## src/rtl/otp_ctrl_prog_seq.sv

```systemverilog
// OTP programming sequencer: writes a snapshot of NumWords words to consecutive OTP addresses.
// Define OTP_PROG_SKIP_ZERO_EN to skip all-zero words instead of writing them.
module otp_ctrl_prog_seq #(
    parameter int unsigned          NumWords  = 10,
    parameter int unsigned          WordWidth = 16,
    parameter int unsigned          AddrWidth = 11,
    parameter logic [AddrWidth-1:0] BaseAddr  = '0
) (
    input  logic                          clk_i,
    input  logic                          rst_ni,
    input  logic                          en_i,
    input  logic                          esc_i,
    input  logic                          req_i,
    input  logic [NumWords*WordWidth-1:0] data_i,
    output logic                          ack_o,
    output logic                          err_o,
    output logic [2:0]                    error_o,
    output logic                          fsm_err_o,
    output logic                          idle_o,
    output logic                          otp_req_o,
    output logic                          otp_cmd_o,
    output logic [AddrWidth-1:0]          otp_addr_o,
    output logic [WordWidth-1:0]          otp_wdata_o,
    input  logic                          otp_gnt_i,
    input  logic                          otp_rvalid_i,
    input  logic [2:0]                    otp_err_i
);

    localparam int unsigned     CntW        = $clog2(NumWords);
    localparam logic [CntW-1:0] LastCnt     = CntW'(NumWords - 1);
    localparam logic [2:0]      NoErr       = 3'd0;
    localparam logic [2:0]      FsmStateErr = 3'd7;

    // Pairwise Hamming distance of at least 4 between all encodings.
    typedef enum logic [7:0] {
        ResetSt     = 8'b0000_0000,
        IdleSt      = 8'b0000_1111,
        WriteSt     = 8'b1111_0000,
        WriteWaitSt = 8'b0011_1100,
        ErrorSt     = 8'b1100_0011
    } state_e;

    state_e                             state_q, state_d;
    logic [CntW-1:0]                    cnt_q, cnt_d;
    logic [CntW-1:0]                    cnt_n_q, cnt_n_d;
    logic [NumWords-1:0][WordWidth-1:0] words_q, words_d;
    logic [2:0]                         error_q, error_d;
    logic                               ack_q, ack_d;
    logic                               err_q, err_d;
    logic                               fsm_err_q, fsm_err_d;

    logic [CntW-1:0]      cnt_inc;
    logic                 cnt_mismatch;
    logic [WordWidth-1:0] cur_word;
    logic                 skip_zero;
    logic                 step;
    logic [2:0]           rsp_err;

    assign cnt_inc      = cnt_q + 1'b1;
    assign cnt_mismatch = (cnt_q != ~cnt_n_q);
    assign cur_word     = words_q[cnt_q];

`ifdef OTP_PROG_SKIP_ZERO_EN
    assign skip_zero = (state_q == WriteSt) && (cur_word == '0);
`else
    assign skip_zero = 1'b0;
`endif

    always_comb begin
        state_d   = state_q;
        cnt_d     = cnt_q;
        cnt_n_d   = cnt_n_q;
        words_d   = words_q;
        error_d   = error_q;
        ack_d     = 1'b0;
        err_d     = 1'b0;
        fsm_err_d = 1'b0;
        step      = 1'b0;
        rsp_err   = NoErr;

        case (state_q)
            ResetSt: begin
                if (en_i) state_d = IdleSt;
            end
            IdleSt: begin
                if (req_i) begin
                    words_d = data_i;
                    cnt_d   = '0;
                    cnt_n_d = '1;
                    state_d = WriteSt;
                end
            end
            WriteSt: begin
                if (skip_zero) step = 1'b1;
                else if (otp_gnt_i) state_d = WriteWaitSt;
            end
            WriteWaitSt: begin
                if (otp_rvalid_i) begin
                    step    = 1'b1;
                    rsp_err = otp_err_i;
                end
            end
            ErrorSt: begin
                if (error_q == NoErr) error_d = FsmStateErr;
            end
            default: begin
                state_d   = ErrorSt;
                fsm_err_d = 1'b1;
            end
        endcase

        // A skipped word and a write response share the same advance/complete path.
        if (step) begin
            if (error_q == NoErr) error_d = rsp_err;
            if (cnt_q != LastCnt) begin
                cnt_d   = cnt_inc;
                cnt_n_d = ~cnt_inc;
                state_d = WriteSt;
            end else begin
                ack_d = 1'b1;
                if (error_q != NoErr || rsp_err != NoErr) begin
                    err_d   = 1'b1;
                    state_d = ErrorSt;
                end else begin
                    state_d = IdleSt;
                end
            end
        end

        if (esc_i || cnt_mismatch) begin
            state_d   = ErrorSt;
            fsm_err_d = 1'b1;
            ack_d     = 1'b0;
            err_d     = 1'b0;
            if (error_q == NoErr) error_d = FsmStateErr;
        end
    end

    always_ff @(posedge clk_i or negedge rst_ni) begin
        if (!rst_ni) begin
            state_q   <= ResetSt;
            cnt_q     <= '0;
            cnt_n_q   <= '1;
            words_q   <= '0;
            error_q   <= NoErr;
            ack_q     <= 1'b0;
            err_q     <= 1'b0;
            fsm_err_q <= 1'b0;
        end else begin
            state_q   <= state_d;
            cnt_q     <= cnt_d;
            cnt_n_q   <= cnt_n_d;
            words_q   <= words_d;
            error_q   <= error_d;
            ack_q     <= ack_d;
            err_q     <= err_d;
            fsm_err_q <= fsm_err_d;
        end
    end

    assign ack_o       = ack_q;
    assign err_o       = err_q;
    assign error_o     = error_q;
    assign fsm_err_o   = fsm_err_q;
    assign idle_o      = (state_q == IdleSt) || (state_q == ErrorSt);
    assign otp_req_o   = (state_q == WriteSt) && !skip_zero;
    assign otp_cmd_o   = otp_req_o;
    assign otp_addr_o  = otp_req_o ? BaseAddr + AddrWidth'(cnt_q) : '0;
    assign otp_wdata_o = otp_req_o ? cur_word : '0;

endmodule

```

## config.mk

```make
export PLATFORM = sky130hd
export DESIGN_NAME = otp_ctrl_prog_seq
export DESIGN_NICKNAME = d
export VERILOG_FILES = /design/src/rtl/otp_ctrl_prog_seq.sv
export SDC_FILE = /design/constraint.sdc
export NUM_CORES = 1
export LEC_CHECK = 0
export CORE_MARGIN = 1.5
export CORE_UTILIZATION = 50
export DETAILED_ROUTE_END_ITERATION = 8
export HOLD_SLACK_MARGIN = 0.06
export PLACE_DENSITY = 0.89
export SLEW_MARGIN = 20
export SYNTH_ARGS = -nofsm -noshare
export SYNTH_HDL_FRONTEND = slang
export SYNTH_SLANG_ARGS = --single-unit
```

## constraint.sdc

```tcl
create_clock -name clk_i -period 2.43 [get_ports clk_i]
set_input_delay 0.486 -clock clk_i [delete_from_list [all_inputs] [get_ports clk_i]]
set_output_delay 0.486 -clock clk_i [all_outputs]
set_load 0.05 [all_outputs]
```

### After elaboration in Yosys (flattened, before gate mapping)

Index checks and enable logic that the tools add are counted.

| cells by class | value |
|---|---|
| add/subtract/negate cells | 1 |
| $lt $le $gt $ge | 1 |
| equal/unequal tests | 10 |
| muxes and demuxes | 39 |
| bitwise logic cells | 2 |
| reduce and logical (&&, ||, !) cells | 11 |

Operators with widths:

| operator | number |
|---|---|
| $bmux W16 S4 | 1 |
| $mux W8 | 7 |
| $mux W4 | 9 |
| $mux W16 | 2 |
| $pmux W8 S4 | 1 |
| $mux W3 | 8 |
| $eq A8 B8 Y1 const B | 2 |
| $ne A4 B4 Y1 const B | 3 |
| $mux W1 | 11 |
| $eq A8 B4 Y1 const B | 1 |
| $eq A8 B6 Y1 const B | 1 |
| $logic_not A8 Y1 | 1 |
| $not A4 Y4 | 2 |
| $reduce_bool A3 Y1 | 2 |
| $lt A4 B5 Y1 const B | 1 |
| $reduce_or A5 Y1 | 1 |
| $add A4 B1 Y4 const B | 1 |
| $ne A4 B1 Y1 const B | 1 |
| $ne A4 B4 Y1 | 1 |
| $reduce_and A4 Y1 | 1 |
| $logic_not A3 Y1 | 1 |
| $logic_or A1 B1 Y1 | 3 |
| $ne A3 B1 Y1 const B | 1 |
| $reduce_and A2 Y1 | 1 |
| $reduce_or A2 Y1 | 1 |

| word-level totals | value |
|---|---|
| flip-flop bits (word level) | 182 |
| input port bits | 170 |
| output and inout port bits | 36 |
| logic and storage cells | 81 |

### Longest topological paths before layout

Gate-level depths: netlist (run 1).

| logic depth | value |
|---|---|
| word-level depth | 8 |
| mapped depth | 10 |
| depth with buffers taken out | 7 |

### Worst setup path after synthesis (run 1)

OpenSTA, ideal clock, no wires.

| path | value |
|---|---|
| path type | register to output |
| start point | register state_q[1] |
| end point | output otp_wdata_o[10] |
| arrival | 1.943 ns |
| data required time | 1.944 ns |
| path slack | 0.001 ns |
| stages on the path, launching flop included | 5 |
| buffers on the path | 2 |
| cells stage by stage | dfrtp_1 -> buf_4 -> nor3_2 -> clkbuf_1 -> and2_1 |

| between the ends | value |
|---|---|
| word-level cells in the longest chain between the ends | 2 |

Ends and longest elaborated chain:

| element | RTL line | source |
|---|---|---|
| from (decl) | 43 | `state_e state_q, state_d;` |
| from (signal assigned) | 141 | `state_q <= ResetSt;` |
| from (signal assigned) | 150 | `state_q <= state_d;` |
| $eq A8 B8 Y1 | 166 | `assign otp_req_o = (state_q == WriteSt) && !skip_zero;` |
| via otp_cmd_o | 21 | `output logic otp_cmd_o,` |
| $mux W16 | 169 | `assign otp_wdata_o = otp_req_o ? cur_word : '0;` |
| to (decl) | 23 | `output logic [WordWidth-1:0] otp_wdata_o,` |

The timed path passes the listed nets, and every way through them passes these cells.

### Worst setup path after layout (run 1)

| path | value |
|---|---|
| start point | register cnt_q[0] |
| end point | output otp_wdata_o[10] |

| between the ends | value |
|---|---|
| word-level cells in the longest chain between the ends | 3 |

Ends and longest elaborated chain:

| element | RTL line | source |
|---|---|---|
| from (decl) | 44 | `logic [CntW-1:0] cnt_q, cnt_d;` |
| from (signal assigned) | 151 | `cnt_q <= cnt_d;` |
| $bmux W16 S4 | 61 | `assign cur_word = words_q[cnt_q];` |
| $mux W16 (not written as such) | 61 |  |
| $mux W16 | 169 |  |

Every way passes these cells. The select of a mux whose other input is x is not followed.

==> flow_summary_export.csv, run 1 <==
group,metric,value,unit
outcome,outcome,"finished, violations left",
outcome,violations,"negative setup slack",
pwr,power_density,522,mW/mm^2
die,initial_utilization,50.8,%
global_routing,overflow,0,
setup_path,crit_slowest_cell,"mux4_2",
synthesis,synth.distinct_cells,47,
setup_path,cpLargestDelayFamily,"multiplexers",
clock_tree,cts_tree,"yes",
sta,layout_setup_ws,-0.413,ns
die,die_w,132,um
pwr,intPower,4.81,mW
layout,fillers,1083,
routing,drt_iter0_drc,391,
layout,layout.nets,957,
setup_path,cp_cell_sequence,"buf_12 -> mux4_2 -> mux2i_1 -> buf_4 -> o22ai_2 -> and2_4 -> buf_8",
worst_hold_path,min_path_type,"in -> async",
sta,worstMarginPinSlew,0.526,ns
clock_tree,cts_root_buf,"clkbuf_16",
pwr,p_comb_share,6.5,%
synthesis,ys_seq_area_share,53.4,%
global_routing,grt_pass1_vias,6015,
setup_path,crit_buf_inv,3,
setup_path,end_kind,"output pin",
global_routing,grt.total_usage,24.9,%
layout,area_delta_synth_final,38.8,%
pwr,power,6.05,mW
routing,drt-total-wl,21.0,mm
setup_path,cp_data_required_time,1.94,ns
setup_path,startpoint_type,"flop",
pwr,switching_share,20.6,%
die,io_pins,206,
routing,wl_per_cell,20.6,um
pwr,p_sw,1.25,mW
synthesis,ys_warn_count,0,
die,dieArea,0.0175,sq mm
clock_tree,clockBufferDepth,2,
placed_design,pre_cts_slack,0.0112,ns
placed_design,dp_hpwl,15.7,mm
synthesis,syn_avg_cell_area,14.7,sq um
pwr,seqPwrFrac,49.0,%
layout,drive_gt1_share,29.3,%
placed_design,place_congestion,0.863,
placed_design,portBuffers,198,
synthesis,synthArstFlopShare,100,%
routing,drc,0,
synthesis,yosys.area.top_type_share,52.1,%
clock_tree,clk_pin_slew,0.06,ns
clock_tree,clock_latency,0.44,ns
placed_design,placed_area,0.0108,sq mm
pwr,power_leakage,5.44,nW
sta,rsz0062_at_grt,"true",
setup_path,max_stage_delay,0.55,ns
clock_tree,h-tree-depth,4,
clock_tree,cts.sinks,178,
flow_run,maxCapViolCount,0,
global_routing,grt_pass1_wl,32.8,mm
sta,slew_headroom,65.0,%
die,fp.dieH,132,um
layout,post-route-util,70.4,%
die,core,0.0165,sq mm
sta,timing.hold.ws,0.428,ns
routing,viasPerCell,5.56,
pwr,vdd_drop_max,0.573,mV
routing,first_pass_iters,5,
die,rows,47,
sta,setup_viol,16,
routing,antenna_left,0,
synthesis,ys.flop_type,"dfrtp_1",
sta,report.final.slew_viol_count,0,
global_routing,grt_max_degree,101,
setup_path,worst_ep_arrival_time,2.36,ns
synthesis,netlist_area,0.00836,sq mm
layout,fin_area,0.0116,sq mm
synthesis,synth_top_area_cell,"dfrtp_1",
global_routing,antenna_found_initial,1,
setup_path,path_class,"reg -> out",
sta,skew,0.00785,ns
sta,fin_crit_sh,117,%
clock_tree,cts_inserted_buffers,17,
synthesis,synth-edff-count,0,
synthesis,syn_inst,569,
pwr,clock_power_share,44.6,%
setup_path,critPathMaxFanout,8,
layout,multi_input_area,0.00367,sq mm
routing,vias,5667,
sta,fmax,352,MHz
synthesis,synth-seq-cells,178,
sta,fin_crit,2.84,ns
layout,seq_area,0.00446,sq mm
sta,hold_viol,0,
synthesis,synth_area_leaders,"dfrtp_1 (52%), mux2_2 (11%), mux2_1 (10%), mux4_2 (8.6%), mux2i_1 (4.1%)",
[metal layers]
metal / GRT usage, % / wire (um) / up-vias
met5: 0 / 0 / -
met4: 8.73 / 401 / 0
met3: 5.23 / 1330 / 31
met2: 41.2 / 10600 / 231
met1: 32.7 / 8710 / 2888
li1: - / - / 2517
[power groups by stage]
stage	registers (mW)	clock network, mW	logic [mW]
global route	2.96	2.87	0.416
detailed placement	3.02	0	0.392
finish	2.96	2.70	0.391
floorplan	3.02	0	0.0362
CTS	2.96	2.74	0.396
global placement	3.02	0	0.388
[per-stage QoR]
| stage | TNS (ns) | instances |
|---|---|---|
| after floorplan | 0 | 575 |
| after global placement | 0 | 974 |
| after detailed placement | 0 | 974 |
| after CTS | -5.91 | 1011 |
| after global routing | -6.76 | 1018 |
| final | -5.68 | 1019 |
[synth_stat cells, drive strengths merged (2+ instances only)]
cell    number
a21oi        2
mux2i       34
and3         4
nand3        4
inv          8
dfstp        4
a31oi        2
a31o         2
nand2b       2
xnor2        3
nand3b       2
mux4        32
a221oi       2
o21ai        6
nor2b        2
buf         37
ha           2
xor2         4
o22a         2
dfrtp      174
and2        16
nor3         5
nand2        5
mux2       162
nor2        14
o31ai        2
o22ai       17
clkbuf      10
nand4        2
[flip-flops by register name, summed over array words and instances, names as in the netlist]
register / cells
words_q: 160
ack_o: 1
fsm_err_o: 1
cnt_n_q: 4
cnt_q: 4
err_o: 1
state_q: 4
error_o: 3
[cells in the final DEF (no fill, tap or decap), types with 5 or more instances in the layout]
master / instances
mux2_2: 84
buf_6: 17
buf_4: 23
conb_1: 7
o21ai_0: 5
buf_12: 20
mux4_2: 32
clkdlybuf4s50_1: 174
o22ai_1: 16
inv_1: 6
and2_1: 12
mux2_1: 76
nand2_1: 5
dfrtp_1: 172
mux2i_1: 29
nor2_1: 12
clkbuf_16: 18
[what timing repair did]
item | CTS | global route
endpoints found under the hold margin | 5 | 0
setup buffers | 4 | 6
gates cloned | 0 | 1
gates resized for setup | 15 | 17
pin swaps | 2 | 8
endpoints found under the setup margin | 16 | 18
hold buffers | 1 | 0
[area by class of cell]
cell class | count | area share, %
tap | 220 | 2.37
sequential | 178 | 38.5
multi-input combinational | 342 | 31.7
clock inverter | 8 | 0.874
inverter | 8 | 0.259
timing repair buffer | 238 | 22.2
clock buffer | 24 | 4.15
antenna | 1 | 0.0216
[worst reg2reg max path, stage by stage (launching register included)]
cell and delay [ns]:
dfrtp_4 0.54, clkbuf_16 0.20, buf_12 0.13, buf_6 0.17
xor2_2 0.22, nand4_4 0.20, a211oi_4 0.38, mux2_4 0.34
[worst paths after layout]
kind	from	end	slack (ns)	depth (start not counted)
max in group asynchronous	rst_ni	words_q[2]	1.29	3
worst max-delay path	cnt_q[0]	otp_wdata_o[10]	-0.41	7
worst min-delay path	rst_ni	words_q[140]	0.43	2
min in group clk_i	words_q[142]	words_q[142]	0.49	1
worst min register to register	words_q[142]	words_q[142]	0.49	1
worst max register to register	cnt_q[0]	state_q[5]	0.14	7
[kinds of logic (layout without fill, tap and decap cells)]
logic type	after synthesis	count (layout)	synth area share, %
other	1	8	0.0449
AO/OA/AOI/OAI	39	39	3.26
XOR/XNOR	7	7	0.734
multiplexers	228	228	34.6
AND/OR/NAND/NOR	59	59	4.09
flip-flops	178	178	53.4
adder cells (fa/ha/maj)	2	2	0.299
buffers and inverters	55	278	3.61
Note: power is estimated with default switching activity, not from simulation.
==> run 2: changes to the inputs <==
--- a/config.mk
+++ b/config.mk
@@ -6,10 +6,11 @@
 export NUM_CORES = 1
 export LEC_CHECK = 0
 export CORE_MARGIN = 1.5
-export CORE_UTILIZATION = 50
+export CORE_UTILIZATION = 53
 export DETAILED_ROUTE_END_ITERATION = 8
+export DONT_BUFFER_PORTS = 1
 export HOLD_SLACK_MARGIN = 0.06
-export PLACE_DENSITY = 0.89
+export PLACE_DENSITY = 0.76
 export SLEW_MARGIN = 20
 export SYNTH_ARGS = -nofsm -noshare
 export SYNTH_HDL_FRONTEND = slang
==> run 2 against run 1 <==
Effect of this change: the flow finishes with violations (negative hold slack, negative setup slack); clock power down 3%; power down 7.1%; global-route usage down 1.2 points; critical path type unchanged; routed wire length down 11%; utilization down 9.0 points; non-clock buffer count down 209; register-to-register slack better by 0.05 ns; sequential power about the same; maximum frequency up 5.6%; die area down 5.5%; worst setup slack better by 0.15 ns; sequential cell count unchanged.
==> flow_summary_export.csv, run 2 (synthesized netlist as in run 1, its figures left out) <==
group,metric,value,unit
outcome,outcome,"finished, violations left",
outcome,violations,"negative hold slack, negative setup slack",
routing,drt-total-wl,18.6,mm
setup_path,cp_cell_sequence,"buf_8 -> mux4_2 -> mux2i_1 -> buf_4 -> o22ai_1 -> and2_4",
global_routing,grt.total_usage,23.6,%
die,core,0.0153,sq mm
die,rows,45,
setup_path,cpLargestDelayFamily,"multiplexers",
setup_path,crit_slowest_cell,"dfrtp_4",
worst_hold_path,min_path_type,"in -> async",
sta,rsz0062_at_grt,"true",
global_routing,grt_pass1_vias,5103,
sta,slew_headroom,63.1,%
layout,layout_common_cells,"dfrtp_1 (172), mux2_2 (84), mux2_1 (76)",
global_routing,overflow,0,
flow_run,maxCapViolCount,0,
die,fp.dieH,129,um
clock_tree,cts_tree,"yes",
layout,area_delta_synth_final,12.6,%
setup_path,max_stage_delay,0.51,ns
setup_path,crit_buf_inv,2,
routing,vias,4717,
die,io_pins,206,
setup_path,reg2regPathDepth,6,
routing,dr_wl_met3,1.55,mm
die,initial_utilization,54.6,%
clock_tree,cts_root_buf,"clkbuf_16",
setup_path,r2r_end,"state_q[3]",
placed_design,placed_area,0.00867,sq mm
clock_tree,h-tree-depth,4,
sta,report.final.slew_viol_count,0,
routing,wl_per_cell,23.0,um
clock_tree,cts.sinks,178,
layout,fillers,1155,
sta,setup_viol,16,
setup_path,cp_data_required_time,1.94,ns
placed_design,portBuffers,0,
clock_tree,clk_pin_slew,0.07,ns
placed_design,place_congestion,0.852,
sta,skew,0.0109,ns
layout,layout.nets,748,
setup_path,startpoint_type,"flop",
clock_tree,clockBufferDepth,2,
routing,first_pass_iters,4,
setup_path,crit_start,"cnt_q[0]",
global_routing,grt_max_degree,179,
sta,fin_crit,2.69,ns
layout,layout_commonest_cell,"dfrtp_1",
global_routing,grt_pass1_wl,28.7,mm
pwr,vdd_drop_max,0.601,mV
setup_path,regToRegStartpoint,"cnt_q[0]",
layout,fin_area,0.00941,sq mm
sta,timing.hold.ws,-0.256,ns
sta,layout_setup_ws,-0.263,ns
clock_tree,clock_latency,0.43,ns
routing,maxUsedRoutingLayer,"met5",
routing,wl_met1,7.26,mm
setup_path,path_class,"reg -> out",
routing,drt_iter0_drc,256,
routing,drc,0,
layout,largest-register,"words_q",
placed_design,dp_hpwl,13.4,mm
die,die_w,129,um
setup_path,worst_ep_arrival_time,2.21,ns
layout,largest_reg_flops,160,
sta,fmax,371,MHz
setup_path,r2r_slack,0.19,ns
sta,worstMarginPinSlew,0.552,ns
sta,fin_crit_sh,111,%
layout,post-route-util,61.4,%
pwr,power_leakage,4.54,nW
pwr,power_density,598,mW/mm^2
setup_path,critPathMaxFanout,6,
global_routing,antenna_found_initial,10,
routing,dr_wl_met2,9.60,mm
clock_tree,cts_inserted_buffers,17,
layout,drive_gt1_share,37.5,%
routing,viasPerCell,5.84,
routing,antenna_left,0,
die,dieArea,0.0165,sq mm
sta,hold_viol,176,
setup_path,end_kind,"output pin",
[run 2: cell count changes in the layout (fill, tap and decap cells not counted), moves of 5 or more]
cell,before,now
inv_6,1,6
buf_6,17,3
diode_2,1,8
buf_12,20,7
buf_4,23,18
and2_1,12,0
clkdlybuf4s50_1,174,0
and2_4,4,16
[run 2: cell type report]
cell class                 count  area, sq um  share of cell area [%]
inverter                       8         30.0                   0.319
timing repair buffer          29          324                    3.44
multi-input combinational    342         3740                    39.7
sequential                   178         4460                    47.5
antenna                        8         20.0                   0.213
clock buffer                  17          425                    4.52
clock inverter                15          143                    1.52
tap                          211          264                    2.81
[run 2: report_power, final]
part	switching [mW]	internal [mW]	total, mW
combinational	0.0242	0.00333	0.0276
clock	1.27	1.36	2.63
sequential	0	2.96	2.96
[run 2: per-layer routing]
layer / vias up / GRT usage, %
li1: 2106 / -
met1: 2415 / 28.9
met2: 170 / 39.0
met3: 20 / 9.02
met4: 6 / 7.73
met5: - / 0
[run 2: repair_timing]
item                                    CTS  global route
gates cloned                              0             0
endpoints found under the hold margin   178           178
setup buffers                             0             1
resized for setup                        45             7
pin swaps                                 3            17
endpoints found under the setup margin   17            20
[run 2: worst max path at each step]
stage | endpoint | slack, ns | depth (start not counted)
final | otp_wdata_o[8] | -0.26 | 6
after global routing | otp_wdata_o[10] | -0.36 | 6
after CTS | otp_wdata_o[10] | -0.34 | 6
after detailed placement | otp_wdata_o[11] | -0.05 | 5
after global placement | otp_wdata_o[11] | -0.02 | 5
after floorplan | otp_wdata_o[10] | 0.001 | 4
[run 2: metrics by stage]
stage / total power [mW] / setup TNS (ns) / cells / setup WS [ns] / hold WS, ns
2_1_floorplan: 3.06 / 0 / 575 / 0.00114 / 0.190
3_3_place_gp: 3.05 / -0.0186 / 767 / -0.0186 / 0.194
3_5_place_dp: 3.05 / -0.0530 / 767 / -0.0530 / 0.194
4_1_cts: 5.69 / -4.85 / 799 / -0.338 / -0.282
5_1_grt: 5.81 / -5.15 / 804 / -0.361 / -0.288
6_report: 5.62 / -3.74 / 808 / -0.263 / -0.256
